## src/rtl/ps2_scancode_decoder.sv

```systemverilog
// PS/2 Set-2 scan-code decoder: resolves E0/F0 prefixes, tracks the two
// shift keys, maps make codes to ASCII and queues key events in a FWFT FIFO.
//
// Ports:
//   clk, rst (sync, active-high)
//   byte_in[7:0], byte_valid    : scan-code bytes from the PS/2 receiver
//   evt_valid, evt_code[7:0], evt_break, evt_ext, evt_ascii[7:0] : FIFO head
//   evt_rd                      : pop the head entry
//   shift_held                  : left or right shift currently held
//   overflow                    : sticky, an event was dropped on a full FIFO
// Parameter FIFO_DEPTH: event FIFO entries, power of two, 2..16.
// Macro SCANCODE_ASCII_EN: builds the ASCII lookup; otherwise evt_ascii = 0.

module ps2_scancode_decoder #(
  parameter int FIFO_DEPTH = 4
) (
  input  logic       clk,
  input  logic       rst,
  input  logic [7:0] byte_in,
  input  logic       byte_valid,
  output logic       evt_valid,
  output logic [7:0] evt_code,
  output logic       evt_break,
  output logic       evt_ext,
  output logic [7:0] evt_ascii,
  input  logic       evt_rd,
  output logic       shift_held,
  output logic       overflow
);

  localparam int AW = $clog2(FIFO_DEPTH);
  localparam int CW = AW + 1;

  typedef enum logic [1:0] {
    S_IDLE,
    S_EXT,
    S_BRK,
    S_EXT_BRK
  } state_t;

  state_t      r_state;
  logic        r_lshift;
  logic        r_rshift;

  logic        w_idle;
  logic        w_in_ext;
  logic        w_in_brk;
  logic        w_ignore;
  logic        w_to_ext;
  logic        w_to_brk;
  logic        w_to_extbrk;
  logic        w_fake;
  logic        w_emit;
  logic [7:0]  w_ascii;

  assign w_idle   = (r_state == S_IDLE);
  assign w_in_ext = (r_state == S_EXT) || (r_state == S_EXT_BRK);
  assign w_in_brk = (r_state == S_BRK) || (r_state == S_EXT_BRK);

  // Protocol chatter (ACK, BAT, echo, ...) only outside a prefix sequence.
  always_comb begin
    w_ignore = 1'b0;
    if (w_idle) begin
      case (byte_in)
        8'h00, 8'hAA, 8'hE1, 8'hEE,
        8'hFA, 8'hFE, 8'hFF: w_ignore = 1'b1;
        default:             w_ignore = 1'b0;
      endcase
    end
  end

  assign w_to_ext    = w_idle && (byte_in == 8'hE0);
  assign w_to_brk    = w_idle && (byte_in == 8'hF0);
  assign w_to_extbrk = (r_state == S_EXT) && (byte_in == 8'hF0);
  // E0 12 is the fake shift some keyboards wrap around nav keys.
  assign w_fake      = w_in_ext && (byte_in == 8'h12);

  assign w_emit = byte_valid && !w_ignore && !w_to_ext &&
                  !w_to_brk && !w_to_extbrk && !w_fake;

`ifdef SCANCODE_ASCII_EN
  function automatic logic [7:0] f_ascii(
    input logic [7:0] c,
    input logic       sh
  );
    logic [7:0] lc;
    logic       is_let;
    lc     = 8'h00;
    is_let = 1'b1;
    case (c)
      8'h1C: lc = 8'h61;
      8'h32: lc = 8'h62;
      8'h21: lc = 8'h63;
      8'h23: lc = 8'h64;
      8'h24: lc = 8'h65;
      8'h2B: lc = 8'h66;
      8'h34: lc = 8'h67;
      8'h33: lc = 8'h68;
      8'h43: lc = 8'h69;
      8'h3B: lc = 8'h6A;
      8'h42: lc = 8'h6B;
      8'h4B: lc = 8'h6C;
      8'h3A: lc = 8'h6D;
      8'h31: lc = 8'h6E;
      8'h44: lc = 8'h6F;
      8'h4D: lc = 8'h70;
      8'h15: lc = 8'h71;
      8'h2D: lc = 8'h72;
      8'h1B: lc = 8'h73;
      8'h2C: lc = 8'h74;
      8'h3C: lc = 8'h75;
      8'h2A: lc = 8'h76;
      8'h1D: lc = 8'h77;
      8'h22: lc = 8'h78;
      8'h35: lc = 8'h79;
      8'h1A: lc = 8'h7A;
      default: begin
        is_let = 1'b0;
        case (c)
          8'h45:   lc = 8'h30;
          8'h16:   lc = 8'h31;
          8'h1E:   lc = 8'h32;
          8'h26:   lc = 8'h33;
          8'h25:   lc = 8'h34;
          8'h2E:   lc = 8'h35;
          8'h36:   lc = 8'h36;
          8'h3D:   lc = 8'h37;
          8'h3E:   lc = 8'h38;
          8'h46:   lc = 8'h39;
          8'h29:   lc = 8'h20;
          8'h5A:   lc = 8'h0D;
          8'h66:   lc = 8'h08;
          default: lc = 8'h00;
        endcase
      end
    endcase
    return (is_let && sh) ? (lc - 8'h20) : lc;
  endfunction

  // Shift state before this byte; only plain make codes are mapped.
  assign w_ascii = (!w_in_ext && !w_in_brk) ?
                   f_ascii(byte_in, r_lshift | r_rshift) : 8'h00;
`else
  assign w_ascii = 8'h00;
`endif

  always_ff @(posedge clk) begin
    if (rst) begin
      r_state  <= S_IDLE;
      r_lshift <= 1'b0;
      r_rshift <= 1'b0;
    end else if (byte_valid && !w_ignore) begin
      if (w_to_ext) begin
        r_state <= S_EXT;
      end else if (w_to_brk) begin
        r_state <= S_BRK;
      end else if (w_to_extbrk) begin
        r_state <= S_EXT_BRK;
      end else begin
        r_state <= S_IDLE;
        if (!w_in_ext && byte_in == 8'h12) r_lshift <= !w_in_brk;
        if (!w_in_ext && byte_in == 8'h59) r_rshift <= !w_in_brk;
      end
    end
  end

  assign shift_held = r_lshift | r_rshift;

  // Entry layout: {code[17:10], break[9], ext[8], ascii[7:0]}
  logic [17:0]   r_mem [FIFO_DEPTH];
  logic [AW-1:0] r_wr;
  logic [AW-1:0] r_rd;
  logic [CW-1:0] r_count;
  logic          r_ovf;

  logic          w_full;
  logic          w_pop;
  logic          w_push;
  logic [17:0]   w_head;

  assign w_full = (r_count == CW'(FIFO_DEPTH));
  assign w_pop  = evt_rd && (r_count != '0);
  // A pop on a full FIFO frees the slot the new event lands in.
  assign w_push = w_emit && (!w_full || w_pop);

  always_ff @(posedge clk) begin
    if (w_push) r_mem[r_wr] <= {byte_in, w_in_brk, w_in_ext, w_ascii};
  end

  always_ff @(posedge clk) begin
    if (rst) begin
      r_wr    <= '0;
      r_rd    <= '0;
      r_count <= '0;
      r_ovf   <= 1'b0;
    end else begin
      if (w_push) r_wr <= r_wr + AW'(1);
      if (w_pop)  r_rd <= r_rd + AW'(1);
      case ({w_push, w_pop})
        2'b10:   r_count <= r_count + CW'(1);
        2'b01:   r_count <= r_count - CW'(1);
        default: r_count <= r_count;
      endcase
      if (w_emit && !w_push) r_ovf <= 1'b1;
    end
  end

  // Head fields are gated so stale storage never shows after reset.
  assign w_head    = r_mem[r_rd];
  assign evt_valid = (r_count != '0);
  assign evt_code  = evt_valid ? w_head[17:10] : 8'h00;
  assign evt_break = evt_valid & w_head[9];
  assign evt_ext   = evt_valid & w_head[8];
  assign evt_ascii = evt_valid ? w_head[7:0] : 8'h00;
  assign overflow  = r_ovf;

endmodule

```

## config.mk

```make
export PLATFORM = sky130hd
export DESIGN_NAME = ps2_scancode_decoder
export DESIGN_NICKNAME = d
export VERILOG_FILES = /design/src/rtl/ps2_scancode_decoder.sv
export SDC_FILE = /design/constraint.sdc
export NUM_CORES = 1
export LEC_CHECK = 0
export ABC_AREA = 0
export CORE_MARGIN = 4
export CORE_UTILIZATION = 54
export DETAILED_ROUTE_END_ITERATION = 10
export PLACE_DENSITY = 0.79
export SLEW_MARGIN = 10
export SYNTH_ARGS = -nofsm -noshare
export SYNTH_HDL_FRONTEND = slang
export SYNTH_SLANG_ARGS = --single-unit
```

## constraint.sdc

```tcl
create_clock -name clk -period 3.4 [get_ports clk]
set_input_delay 0.68 -clock clk [delete_from_list [all_inputs] [get_ports clk]]
set_output_delay 0.68 -clock clk [all_outputs]
set_load 0.005 [all_outputs]
```

# Word level (Yosys, flattened, before mapping)
# Memory sizes are Yosys's and may differ from the RTL's. A register that Yosys moved wholly into a read port is not among the register bits.
# Index checks and enable logic that the tools add are counted.
classes:
  n_reduce_logical: 33
  eq_ne: 16
  addsub: 4
  muxes: 12
  n_bitwise: 6
ops:
  columns: ["cell", "n"]
  rows:
  - ["$eq 8x8->1 const B", 8]
  - ["$mux 8", 2]
  - ["$logic_and 1x1->1", 14]
  - ["$mux 2", 5]
  - ["$reduce_and 5->1", 2]
  - ["$logic_not 1->1", 9]
  - ["$eq 8x5->1 const B", 1]
  - ["$eq 8x7->1 const B", 1]
  - ["$logic_not 8->1", 1]
  - ["$reduce_or 7->1", 1]
  - ["$eq 2x2->1 const B", 3]
  - ["$pmux 3 s2", 1]
  - ["$add 2x1->2 const B", 2]
  - ["$eq 2x1->1 const B", 2]
  - ["$mux 1", 4]
  - ["$add 3x1->3 const B", 1]
  - ["$eq 3x3->1 const B", 1]
  - ["$logic_or 1x1->1", 3]
  - ["$not 1->1", 3]
  - ["$reduce_bool 3->1", 1]
  - ["$sub 3x1->3 const B", 1]
  - ["$and 1x1->1", 2]
  - ["$logic_not 2->1", 1]
  - ["$reduce_bool 2->1", 1]
  - ["$or 1x1->1", 1]
word_totals:
  input_bits: 12
  ram_bits: 40
  out_inout_bits: 21
  memories: 1
  word_cells: 79
  regBits: 12
mem_list:
  columns: ["memory", "depth", "width", "read_ports", "rd_ports_with_merged_regs", "write_ports", "line", "text"]
  rows:
  - ["r_mem", 4, 10, 1, 1, 1, "170", "logic [17:0] r_mem [FIFO_DEPTH];"]

# Longest topological paths before layout
depth:
  depth_word: 13
  ltp_mapped: 11
  ltp_nobuf: 11

# Worst setup path before layout
# Ideal clock, no wire load.
synth_timing:
  path_kind: "input to register"
  start: "input port byte_in[0]"
  end: "register r_count[2]"
  required_time_ns: 3.329
  path_slack_ns: 0.380
  t_arrival_ns: 2.950
  setup_ns: 0.071
  stages: 11
  path_buffers: 0
  path_cell_list: "or4_4 > or3_4 > nand2_2 > nor4_4 > inv_1 > ha_1 > inv_1 > fa_1 > xor2_1 > or3_1 > a21oi_1"
synth_between:
  elab_chain_len: 13
  elab_cells_between_ends: 32
  classes_between: "eq/ne: 11; mux: 3; reduce/logical: 18"
synth_rtl:
  columns: ["item", "line", "text"]
  rows:
  - ["start, declared", "19", "input logic [7:0] byte_in,"]
  - ["$eq 8x8->1 / $logic_not 8->1 (equally long branches)", "64", "case (byte_in)"]
  - ["$reduce_or 7->1", "64", null]
  - ["$mux 1", "64", null]
  - ["$mux 1", "63", "if (w_idle) begin"]
  - ["$logic_not 1->1", "78", "assign w_emit = byte_valid && !w_ignore && !w_to_ext &&"]
  - ["$logic_and 1x1->1 (3 in series)", "78", null]
  - ["$logic_and 1x1->1", "79", "!w_to_brk && !w_to_extbrk && !w_fake;"]
  - ["$logic_and 1x1->1 *", "79", null]
  - ["$logic_and 1x1->1 *", "184", "assign w_push = w_emit && (!w_full || w_pop);"]
  - ["$eq 2x1->1 / $eq 2x2->1 (equally long branches)", "199", "case ({w_push, w_pop})"]
  - ["$pmux 3 s2 / $reduce_bool 2->1 (equally long branches)", null, null]
  - ["end signal, assigned", "200", "2'b10: r_count <= r_count + CW'(1);"]
  - ["end signal, assigned", "201", "2'b01: r_count <= r_count - CW'(1);"]
  - ["end signal, assigned", "202", "default: r_count <= r_count;"]
  - ["end, declared", "173", "logic [CW-1:0] r_count;"]
# Every way passes the cells marked *; elsewhere a longest branch is shown, timed or not.
# A chain may end at the register's enable or synchronous reset.

# Worst setup path in the final report
layout_timing:
  start: "input port byte_in[1]"
  end: "register r_count[2]"
# The elaborated chain is that of the path after synthesis.

==> results.py <==
metrics = {
    "logic_synthesis": {
        "synth_top_area_frac": 0.487,
        "avgSynthCellArea_sq_um": 13.9,
        "synthTopCellsByCount": "40 x edfxtp_1, 15 x and2_1, 14 x dfxtp_1",
        "synthCells": 178,
        "yosysMostFrequentCell": "edfxtp_1",
        "synth_flop_cell": "edfxtp_1",
        "yosysTopAreaCell": "edfxtp_1",
        "synth_seq_area_share": 0.601,
        "synth-edff-count": 40,
        "yosysWarnings": 0,
        "synth_cell_types": 46,
        "netlist_area_sq_mm": 0.00247,
        "synth_area_leaders": "edfxtp_1 49%, dfxtp_1 11%, mux4_2 9.1%",
        "async_reset_ff_frac": 0,
        "ys_ff_latch": 54,
    },
    "power_and_ir_drop": {
        "clkPwrFrac": 0.225,
        "switchingPower_mw": 0.506,
        "combPwrFrac": 0.318,
        "p_leak_nw": 1.07,
        "power_frac_seq": 0.456,
        "p_per_area_mw_per_mm2": 616,
        "ir_drop_uv": 390,
        "swShare": 0.274,
        "p_int_mw": 1.34,
    },
    "grt": {
        "antenna_found_initial": 0,
        "grt_start_max_net_pins": 17,
        "grt_use_total": 0.186,
        "grt.overflow.total": 0,
        "grt_pass1_wl_um": 7730,
        "grt_pass1_vias": 1588,
    },
    "sta": {
        "min_period_ps": 3280,
        "slew_headroom": 0.544,
        "finalClockSkew_ps": 8.44,
        "timing.final.crit_share": 0.966,
        "drv_slew": 0,
        "max_freq_ghz": 0.304,
        "finalSetupViolations": 0,
        "finalHoldViolCount": 0,
        "final.setup.tns_ps": 0,
        "tightest_slew_ps": 683,
    },
    "routing": {
        "vias": 1534,
        "first_iter_violations": 169,
        "drt_first_pass_iters": 4,
        "drcViolationCount": 0,
        "drt_wl_total_um": 4920,
        "drt-vias-per-instance": 5.62,
        "antenna_left": 0,
        "post_drt_wl_per_cell_um": 18.0,
    },
    "final_layout": {
        "fin_cells": 273,
        "nNetsFinal": 238,
        "drive_above_1_share": 0.244,
        "synthToLayoutAreaGrowth_pct": 21.6,
        "diodes": 0,
    },
    "placed_design": {
        "place.gp.congestion": 0.883,
        "portBuffers": 24,
        "post-place-cells": 265,
        "hpwl_um": 3440,
    },
    "die": {
        "core_area_sq_mm": 0.00438,
        "start_util": 0.562,
        "io_pins": 33,
        "die_area_sq_mm": 0.00571,
        "fp.dieW_um": 75.6,
        "rows": 24,
        "die_h_um": 75.6,
    },
    "clock_network": {
        "clk_latency_ps": 310,
        "clock_sinks": 54,
        "clock_path_buffers": 2,
        "cts_max_level": 2,
        "root_buffer": "clkbuf_8",
        "postCtsSetupRepairBufs": 0,
        "path_clk_slew_ps": 90,
        "cts_buffers": 5,
        "cts_tree": "built",
    },
    "hold_path": {
        "min_path_cells": 1,
        "min_from": "overflow",
        "min_to": "overflow",
        "min_path_type": "reg2reg",
    },
    "worst_setup_path": {
        "crit_type": "in2reg",
        "crit_path_max_fanout": 3,
        "cp.arrival_ps": 3520,
        "reg2reg_slack_ps": 810,
        "r2r_cells": 10,
        "start_kind": "primary input",
        "crit_required_ps": 3630,
        "end_kind": "flip-flop",
        "rr_startpoint": "r_count[1]",
        "r2r-end": "r_count[2]",
    },
    "run": {
        "cap_violations": 0,
    },
    "outcome": {
        "outcome": "completed",
    },
}
placed cells by master (no fill, tap or decap), drive strengths merged, types with 2 or more instances in the layout:
cell type,synthesis,final
nor3,9,9
xor2,3,3
edfxtp,40,40
nor4,4,4
conb,1,8
ha,5,5
a21oi,2,2
inv,10,10
and2,15,15
clkbuf,4,5
nor3b,2,2
o21ba,2,2
clkinv,0,2
nor2,11,11
dfxtp,14,14
or3,3,3
nand2,9,9
or2,2,2
and3,2,2
clkdlybuf4s50,0,24
mux4,10,10
buf,10,18
o21ai,2,2
critical path, stage by stage:
cell             delay [ps]
clkdlybuf4s50_1         440
or4_4                   570
or3_4                   360
nand2_2                 100
nor4_4                   50
inv_1                    50
ha_2                    160
inv_1                    50
fa_1                    360
xor2_1                  170
or3_4                   380
a21oi_2                 140
metal layers:
layer  global-route usage  share of wire
met3               0.0422          0.056
met5                    0              0
met4               0.0680          0.013
met2                0.319           0.54
met1                0.232           0.39
sequential cells by signal, indices dropped and copies added (netlist names), named ones only:
| name | cells |
|---|---|
| r_mem | 40 |
| r_count | 3 |
| r_rd | 2 |
| r_state | 2 |
| r_wr | 2 |
| overflow | 1 |
| r_lshift | 1 |
| r_rshift | 1 |
cell families after synthesis:
group / synth area share
compound gates: 0.0396
xor+xnor: 0.0142
fa+ha+maj: 0.0335
buf+inv: 0.0492
flops: 0.601
mux: 0.101
other cells: 0.00152
simple gates: 0.160
how the worst max path moves through the flow:
stage | startpoint | end | slack (ps) | depth (start not counted)
after floorplan | byte_in[0] | r_count[2] | 380 | 11
after global placement | byte_in[1] | r_count[2] | -100 | 13
after detailed placement | byte_in[1] | r_count[2] | -230 | 13
after CTS | byte_in[1] | r_count[2] | 50 | 13
after global routing | byte_in[1] | r_count[2] | -10 | 14
final | byte_in[1] | r_count[2] | 120 | 12
power groups by stage:
| stage | clock network, mW | registers (mW) | logic, mW |
|---|---|---|---|
| after floorplan | 0 | 0.813 | 0.346 |
| after global placement | 0 | 0.853 | 0.554 |
| final | 0.417 | 0.844 | 0.588 |
| after CTS | 0.418 | 0.846 | 0.582 |
| after detailed placement | 0 | 0.861 | 0.585 |
| after global routing | 0.449 | 0.859 | 0.657 |
final cells by class:
type	count	area, sq um
clock buffer	5	68.8
clock inverter	3	40.0
fill	306	1390
inverter	10	37.5
multi-input combinational	107	931
sequential	54	1480
tap	52	65.1
timing repair buffer	42	375
stage by stage:
| stage | power [mW] | util | setup slack (ps) | area [sq um] | hold slack [ps] |
|---|---|---|---|---|---|
| after floorplan | 1.16 | - | 380 | 2490 | 462 |
| after global placement | 1.41 | 0.650 | -103 | 2850 | 470 |
| final | 1.85 | 0.684 | 116 | 3000 | 501 |
| after global routing | 1.96 | 0.684 | -11.5 | 3000 | 528 |
| after detailed placement | 1.45 | 0.650 | -234 | 2850 | 466 |
| after CTS | 1.85 | 0.675 | 47.3 | 2960 | 493 |
timing repair:
item | 4_1_cts | 5_1_grt
hold buffers | 0 | 0
endpoints found under the setup margin | 0 | 1
resized for setup | 0 | 7
hold endpoints to repair | 0 | 0
No activity file was read; power rests on OpenSTA's default activity.
